--- src/rtl/dot_product_seq_if.sv ---
// Stream bundle for dot_product_seq: pair input stream plus held result output.
// The slave modport is the engine's view; master is the source/consumer side.
interface dot_product_seq_if #(
   parameter int W = 8
);
   logic           in_valid;
   logic           in_ready;
   logic [W-1:0]   a_in;
   logic [W-1:0]   b_in;
   logic           out_valid;
   logic           out_ready;
   logic [2*W-1:0] result;

   modport master (
      output in_valid, a_in, b_in, out_ready,
      input  in_ready, out_valid, result
   );

   modport slave (
      input  in_valid, a_in, b_in, out_ready,
      output in_ready, out_valid, result
   );
endinterface

--- src/rtl/dot_product_seq.sv ---
// Sequenced dot product: one shared WxW multiplier, N pairs in, one 2W-bit sum out.
// Optional macro DOT_SAT_EN: saturate the result instead of wrapping modulo 2^(2W).
module dot_product_seq #(
   parameter int N = 8,
   parameter int W = 8
) (
   input  logic              clk,
   input  logic              rst,
   input  logic              clr,
   output logic              busy,
   dot_product_seq_if.slave  bus
);
   localparam int CW = (N > 1) ? $clog2(N) : 1;
   localparam int AW = 2 * W + $clog2(N);

   typedef enum logic [1:0] {
      IDLE  = 2'd0,
      ACCUM = 2'd1,
      DONE  = 2'd2
   } state_t;

   state_t         state, state_n;
   logic [AW-1:0]  acc, acc_n;
   logic [CW-1:0]  count, count_n;
   logic [2*W-1:0] res_q, res_n;

   logic [AW-1:0]  prod;
   logic [AW-1:0]  sum;
   logic [2*W-1:0] final_res;
   logic           accept;
   logic           deliver;

   assign bus.in_ready  = (state != DONE);
   assign bus.out_valid = (state == DONE);
   assign bus.result    = res_q;
   assign busy          = (state != IDLE);

   assign accept  = bus.in_valid && bus.in_ready;
   assign deliver = bus.out_valid && bus.out_ready;
   assign prod    = AW'(bus.a_in) * AW'(bus.b_in);
   assign sum     = acc + prod;

`ifdef DOT_SAT_EN
   assign final_res = (|sum[AW-1:2*W]) ? {(2*W){1'b1}} : sum[2*W-1:0];
`else
   assign final_res = sum[2*W-1:0];
`endif

   always_ff @(posedge clk) begin
      if (rst) begin
         state <= IDLE;
         acc   <= '0;
         count <= '0;
         res_q <= '0;
      end else begin
         state <= state_n;
         acc   <= acc_n;
         count <= count_n;
         res_q <= res_n;
      end
   end

   // clr is applied last so it overrides any same-cycle acceptance or delivery
   always_comb begin
      state_n = state;
      acc_n   = acc;
      count_n = count;
      res_n   = res_q;
      case (state)
         IDLE: begin
            if (accept) begin
               acc_n   = prod;
               count_n = CW'(1);
               state_n = ACCUM;
            end
         end
         ACCUM: begin
            if (accept) begin
               acc_n = sum;
               if (count == CW'(N - 1)) begin
                  res_n   = final_res;
                  count_n = '0;
                  state_n = DONE;
               end else begin
                  count_n = count + CW'(1);
               end
            end
         end
         DONE: begin
            if (deliver) begin
               acc_n   = '0;
               count_n = '0;
               state_n = IDLE;
            end
         end
         default: begin
            acc_n   = '0;
            count_n = '0;
            state_n = IDLE;
         end
      endcase
      if (clr) begin
         acc_n   = '0;
         count_n = '0;
         res_n   = '0;
         state_n = IDLE;
      end
   end
endmodule

--- src/flat_wrapper.sv ---
// flat-port wrapper written by rule: the top's interface ports become plain ports
module dot_product_seq_flat 
#(
   parameter int N = 8,
   parameter int W = 8
)
  (clk, rst, clr, busy, bus_in_valid, bus_a_in, bus_b_in, bus_out_ready, bus_in_ready, bus_out_valid, bus_result);
  dot_product_seq_if #(.W(W)) bus_i ();
  input  logic clk;
  input  logic rst;
  input  logic clr;
  output logic busy;
  input wire logic [$bits(bus_i.in_valid)-1:0] bus_in_valid;
  input wire logic [$bits(bus_i.a_in)-1:0] bus_a_in;
  input wire logic [$bits(bus_i.b_in)-1:0] bus_b_in;
  input wire logic [$bits(bus_i.out_ready)-1:0] bus_out_ready;
  output wire logic [$bits(bus_i.in_ready)-1:0] bus_in_ready;
  output wire logic [$bits(bus_i.out_valid)-1:0] bus_out_valid;
  output wire logic [$bits(bus_i.result)-1:0] bus_result;
  assign bus_i.in_valid = bus_in_valid;
  assign bus_i.a_in = bus_a_in;
  assign bus_i.b_in = bus_b_in;
  assign bus_i.out_ready = bus_out_ready;
  assign bus_in_ready = bus_i.in_ready;
  assign bus_out_valid = bus_i.out_valid;
  assign bus_result = bus_i.result;
  dot_product_seq #(.N(N), .W(W)) u_core (.clk(clk), .rst(rst), .clr(clr), .busy(busy), .bus(bus_i));
endmodule
--- config.mk ---
export PLATFORM = sky130hd
export DESIGN_NAME = dot_product_seq_flat
export DESIGN_NICKNAME = d
export VERILOG_FILES = /design/src/rtl/dot_product_seq_if.sv /design/src/rtl/dot_product_seq.sv /design/src/flat_wrapper.sv
export SDC_FILE = /design/constraint.sdc
export NUM_CORES = 1
export LEC_CHECK = 0
export ABC_AREA = 1
export BUFFER_PORTS_ARGS = -buffer_cell sky130_fd_sc_hd__buf_4
export CORE_UTILIZATION = 40
export CTS_BUF_LIST = sky130_fd_sc_hd__clkbuf_8 sky130_fd_sc_hd__clkbuf_16
export CTS_CLUSTER_DIAMETER = 30
export DETAILED_ROUTE_END_ITERATION = 6
export PLACE_DENSITY = 0.64
export SYNTH_ARGS = -nofsm -noshare
export SYNTH_HDL_FRONTEND = slang
export SYNTH_SLANG_ARGS = --single-unit
--- constraint.sdc ---
create_clock -name clk -period 7.5 [get_ports clk]
set_input_delay 1.5 -clock clk [delete_from_list [all_inputs] [get_ports clk]]
set_output_delay 1.5 -clock clk [all_outputs]
set_load 0.03 [all_outputs]
Word level (Yosys, flattened, before mapping)
Index checks and enable logic that the tools add are counted.

storage, ports and cells
  bits in registers = 40
  latch bits = 0
  RAM bits = 0
  memory bits (read-only) = 0
  bits of input ports = 21
  output and inout port bits = 19
  logic and storage cells = 37
  memories kept = 0

operators by class
  add/sub/neg operators = 2
  multipliers = 1
  divide/modulo/power cells = 0
  $lt $le $gt $ge = 0
  equality and inequality tests = 8
  shift-type cells = 0
  mux-type cells = 14
  bitwise logic cells = 0
  reduce and logical (&&, ||, !) cells = 8

operators by type and width
  operator                                               count
  two-way mux 19 bit                                     3
  case mux 19 bit (3 select lines)                       1
  adder 19 x 16 -> 19 bit                                1
  multiplier 8 x 8 -> 16 bit                             1
  two-way mux 3 bit                                      4
  case mux 3 bit (3 select lines)                        1
  two-way mux 2 bit                                      4
  inequality test 2 x 1 -> 1 bit, second input constant  3
  case mux 2 bit (3 select lines)                        1
  AND reduction 3 bit                                    2
  inequality test 2 bit, second input constant           2
  AND reduction 4 bit                                    1
  adder 3 x 1 -> 3 bit, second input constant            1
  == test 3 bit, second input constant                   1
  == test 2 x 1 -> 1 bit, second input constant          1
  == test 2 bit, second input constant                   1
  logical AND 1 bit                                      2
  logical NOT 2 bit                                      1
  nonzero test 2 bit                                     1
  OR reduction 2 bit                                     1

Depth between registers and ports, before layout
  depth after elaboration = 4
  depth in mapped cells = 31
  depth with buffers taken out = 30

Worst setup path after synthesis
OpenSTA, ideal clock, no wires.

  kind = input to register
  start point = in bus_a_in[0]
  end point = reg u_core.acc[15]
  library setup time = 0.132 ns
  data arrival time = 6.285 ns
  data required time = 7.368 ns
  setup slack = 1.083 ns
  stages = 26
  path buffers = 1
  cells stage by stage = clkbuf_1 nand2_1 fa_1 fa_1 inv_1 fa_1 inv_1 fa_1 inv_1 ha_1 a21oi_1 o21ai_0 a21oi_1 o21ai_0 nand2_1 and2_1 ha_1 nand2_1 nor4_1 nand2_1 nand2b_1 nand3_1 nand3_1 nand2_1 nand2_1 a21oi_1

between the ends
  cells in the longest elaborated chain, start to end = 4
  elaborated cells on any way between the ends = 5
  those cells by class = 1 x add/sub; 1 x mul; 3 x mux

ends and longest elaborated chain
  item                                  line                   source
  start: declaration                    flat_wrapper.sv:14     input wire logic [$bits(bus_i.a_in)-1:0] bus_a_in;
  multiplier 8 x 8 -> 16 bit (*)        dot_product_seq.sv:40  assign prod = AW'(bus.a_in) * AW'(bus.b_in);
  adder 19 x 16 -> 19 bit               dot_product_seq.sv:41  assign sum = acc + prod;
  two-way mux 19 bit                    dot_product_seq.sv:78  if (accept) begin
  case mux 19 bit (3 select lines) (*)  dot_product_seq.sv:69  case (state)
  end signal: assignment                dot_product_seq.sv:57  acc <= acc_n;
  end: declaration                      dot_product_seq.sv:23  logic [AW-1:0] acc, acc_n;

Mark *: on every way between the ends. The rest lies on a longest branch, timed or not. The select of a mux whose other input is x is not followed.
A chain may end at the register's enable or synchronous reset.

Final worst setup path
  start point = in bus_b_in[7]
  end point = reg u_core.acc[15]

between the ends
  cells in the longest elaborated chain, start to end = 4
  elaborated cells on any way between the ends = 5
  those cells by class = 1 x add/sub; 1 x mul; 3 x mux

ends and longest elaborated chain
  item                                  line                   source
  start: declaration                    flat_wrapper.sv:15     input wire logic [$bits(bus_i.b_in)-1:0] bus_b_in;
  multiplier 8 x 8 -> 16 bit (*)        dot_product_seq.sv:40
  adder 19 x 16 -> 19 bit               dot_product_seq.sv:41
  two-way mux 19 bit                    dot_product_seq.sv:78
  case mux 19 bit (3 select lines) (*)  dot_product_seq.sv:69

Marks and branches as above.

==> results.py <==
metrics = {
    "outcome": {
        "status": "completed",
    },
    "floorplanning": {
        "die_h_um": 108.2,
        "core-area_mm2": 0.01089,
        "die_area_mm2": 0.01170,
        "initial_core_util_pct": 41.40,
        "io_pins": 40,
        "die_x_um": 108.2,
        "num_rows": 38,
    },
    "layout": {
        "drive_gt1_share_pct": 9.197,
        "syn_to_final_growth_pct": 10.82,
        "diodes": 0,
        "design_area_mm2": 0.004996,
        "layout.nets": 795,
    },
    "global_routing": {
        "grt_max_degree": 26,
        "grt_use_total_pct": 18.80,
        "grt_pass1_vias": 3878,
        "antenna_found_initial": 0,
        "grt_pass1_wl_mm": 17.71,
        "overflow": 0,
    },
    "cts": {
        "cts_max_path_buffers": 2,
        "htreeDepth": 2,
        "clk_latency_ns": 0.29,
        "cts_tree": "built",
        "postCtsSetupRepairBufs": 0,
        "cts_made_buffers": 5,
        "cts_hold_buffers": 0,
        "path_clk_slew_ns": 0.08,
        "cts_root_buffer": "clkbuf_8",
        "cts-resized-gates": 0,
        "clock_sinks": 37,
    },
    "timing": {
        "report.final.setup_viol": 0,
        "slew_headroom_pct": 50.23,
        "fmax_mhz": 154.9,
        "finalCriticalPeriod_ns": 6.456,
        "worst_slew_pin_slew_ns": 0.7465,
        "slew_violations": 0,
        "hold_violations": 0,
        "setup_slack_ns": 1.044,
        "final.period_utilization_pct": 86.08,
        "setup_tns_ns": 0,
        "rsz0062_at_grt": "no",
        "fin_skew_ns": 0.008470,
    },
    "power_and_ir_drop": {
        "switching_share_pct": 51.67,
        "p_int_uw": 682.9,
        "ir_drop_mv": 0.1649,
        "switching_power_uw": 730.1,
        "combPwrFrac_pct": 72.4,
        "leakage_uw": 0.002949,
        "seqPwrFrac_pct": 15.2,
        "clkPwrFrac_pct": 12.4,
        "p_per_area_mw_per_mm2": 282.8,
    },
    "setup_path": {
        "crit_type": "input pin to register",
        "crit_arrival_ns": 6.61,
        "crit_slowest_cell": "fa_1",
        "r2r_setup_slack_ns": 5.08,
        "path_depth": 26,
        "slowest_delay_ns": 0.55,
        "required_ns": 7.65,
        "rr_worst_depth": 12,
        "path_delay_family": "adder cells",
        "critPathLaunchType": "input pin",
        "crit_buf_inv": 4,
        "cp_common_cell": "nand2_1",
        "cp-end-kind": "register",
        "path_max_fanout": 8,
    },
    "logic_synthesis": {
        "synth-seq-cells": 37,
        "netlist_area_mm2": 0.004508,
        "syn_area_per_cell_um2": 6.810,
        "synth_top_area_share_pct": 16.43,
        "seq_area_frac_synth_pct": 16.43,
        "yosysWarnings": 0,
        "netlist_top_cells_area": "dfxtp_1 (16%), fa_1 (16%), ha_1 (15%)",
        "ys_types": 33,
        "synth_area_leader_cell": "dfxtp_1",
        "syn-num-nets": 773,
        "netlist_instances": 662,
    },
    "routing": {
        "route.detailed.wl_per_inst_um": 12.04,
        "routed_wl_mm": 9.933,
        "postRouteAntennaNets": 0,
        "drc": 0,
        "viasPerCell": 4.760,
        "vias": 3927,
        "dr.pass1.iters": 4,
        "drt_iter0_markers": 219,
    },
    "place": {
        "pre_cts_ws_ns": 0.8011,
        "io_buffers": 39,
        "hpwl_mm": 7.941,
        "placed_area_mm2": 0.004885,
        "gp_congestion": 0.9299,
    },
    "job": {
        "cap_violations": 0,
    },
    "worst_hold_path": {
        "hp-class": "register to register",
        "holdPathStages": 2,
    },
}
registers in the layout, summed over array words and instances (netlist names):
name	flops
u_core.acc	16
u_core.bus.result	16
u_core.count	3
u_core.state	2
logic make-up (layout without fill, tap and decap cells):
kind of cell | count (synthesis) | in the layout | share of synthesized area (%)
buffers and inverters | 180 | 203 | 15.27
adders and majority gates | 90 | 90 | 31.14
AOI/OAI and AO/OA | 95 | 95 | 11.71
and+or+nand+nor | 239 | 239 | 21.37
DFF | 37 | 37 | 16.43
xor gates and xnor gates | 21 | 21 | 4.080
layout make-up:
class                   count  area [µm²]
clock inverters             3       42.54
well taps                 140       175.2
multi-input cells         445        3079
clock buffers               5       68.82
repair buffers             42       315.3
fillers                  1139        5892
inverters                 153       574.3
flip-flops and latches     37       740.7
through the flow:
step	total power, µW	std cells	hold WS (ns)	utilization [%]
after CTS	1411	825	0.4764	45.89
final	1413	825	0.4729	45.89
after global placement	1213	817	0.4578	44.86
after floorplan	1015	662	0.4482	-
after detailed placement	1224	817	0.4617	44.86
after global routing	1576	825	0.4971	45.89
cell usage after synthesis:
library cell / n
inv_2: 7
a21oi_1: 42
nand2_1: 161
or2_1: 1
o211ai_1: 6
nand2b_1: 1
a211oi_2: 1
nor4_1: 1
nor3_1: 2
xor2_1: 12
dfxtp_1: 37
nor2_2: 2
nand4_1: 2
a21boi_0: 1
o21ai_2: 1
a31oi_1: 6
clkbuf_1: 22
o21bai_1: 3
buf_6: 1
a221oi_1: 1
o21ai_1: 7
nor2_1: 37
xnor2_1: 9
a22o_1: 1
nand3_1: 27
ha_1: 53
inv_1: 146
or2_2: 3
fa_1: 37
o21ai_0: 25
and2_1: 2
o22ai_1: 1
buf_2: 4
worst min-delay path, stage by stage (launching register included):
cell and delay (ns):
dfxtp_1 0.32, nand2_1 0.06, a21oi_1 0.05
cells in the final DEF (no fill, tap or decap), drive strengths merged, types with 5 or more instances in the layout:
| cell | count |
|---|---|
| xnor2 | 9 |
| nand2 | 161 |
| a21oi | 42 |
| ha | 53 |
| o21ai | 33 |
| clkbuf | 5 |
| o211ai | 6 |
| fa | 37 |
| inv | 154 |
| a31oi | 6 |
| buf | 42 |
| xor2 | 12 |
| nor2 | 39 |
| nand3 | 27 |
| dfxtp | 37 |
power groups by stage:
stage	clock network [µW]	registers [µW]	logic, µW
4_1_cts	178	215	1020
6_report	176	215	1020
5_1_grt	187	216	1170
3_3_place_gp	0	219	994
3_5_place_dp	0	219	1010
2_1_floorplan	0	220	795
per-layer routing:
metal / vias to the layer above / track usage (%) / wire, µm
met4: 0 / 3.620 / 89
met5: - / 0 / 0
li1: 2066 / - / -
met1: 1774 / 24.95 / 4952
met2: 79 / 32.89 / 4442
met3: 8 / 2.049 / 448
final timing paths:
kind / from / end
worst max register to register: u_core.acc[0] / u_core.acc[12]
worst min-delay path: u_core.count[1] / u_core.count[1]
worst min register to register: u_core.count[1] / u_core.count[1]
worst max-delay path: bus_b_in[7] / u_core.acc[15]
Note: power is estimated with default switching activity, not from simulation.
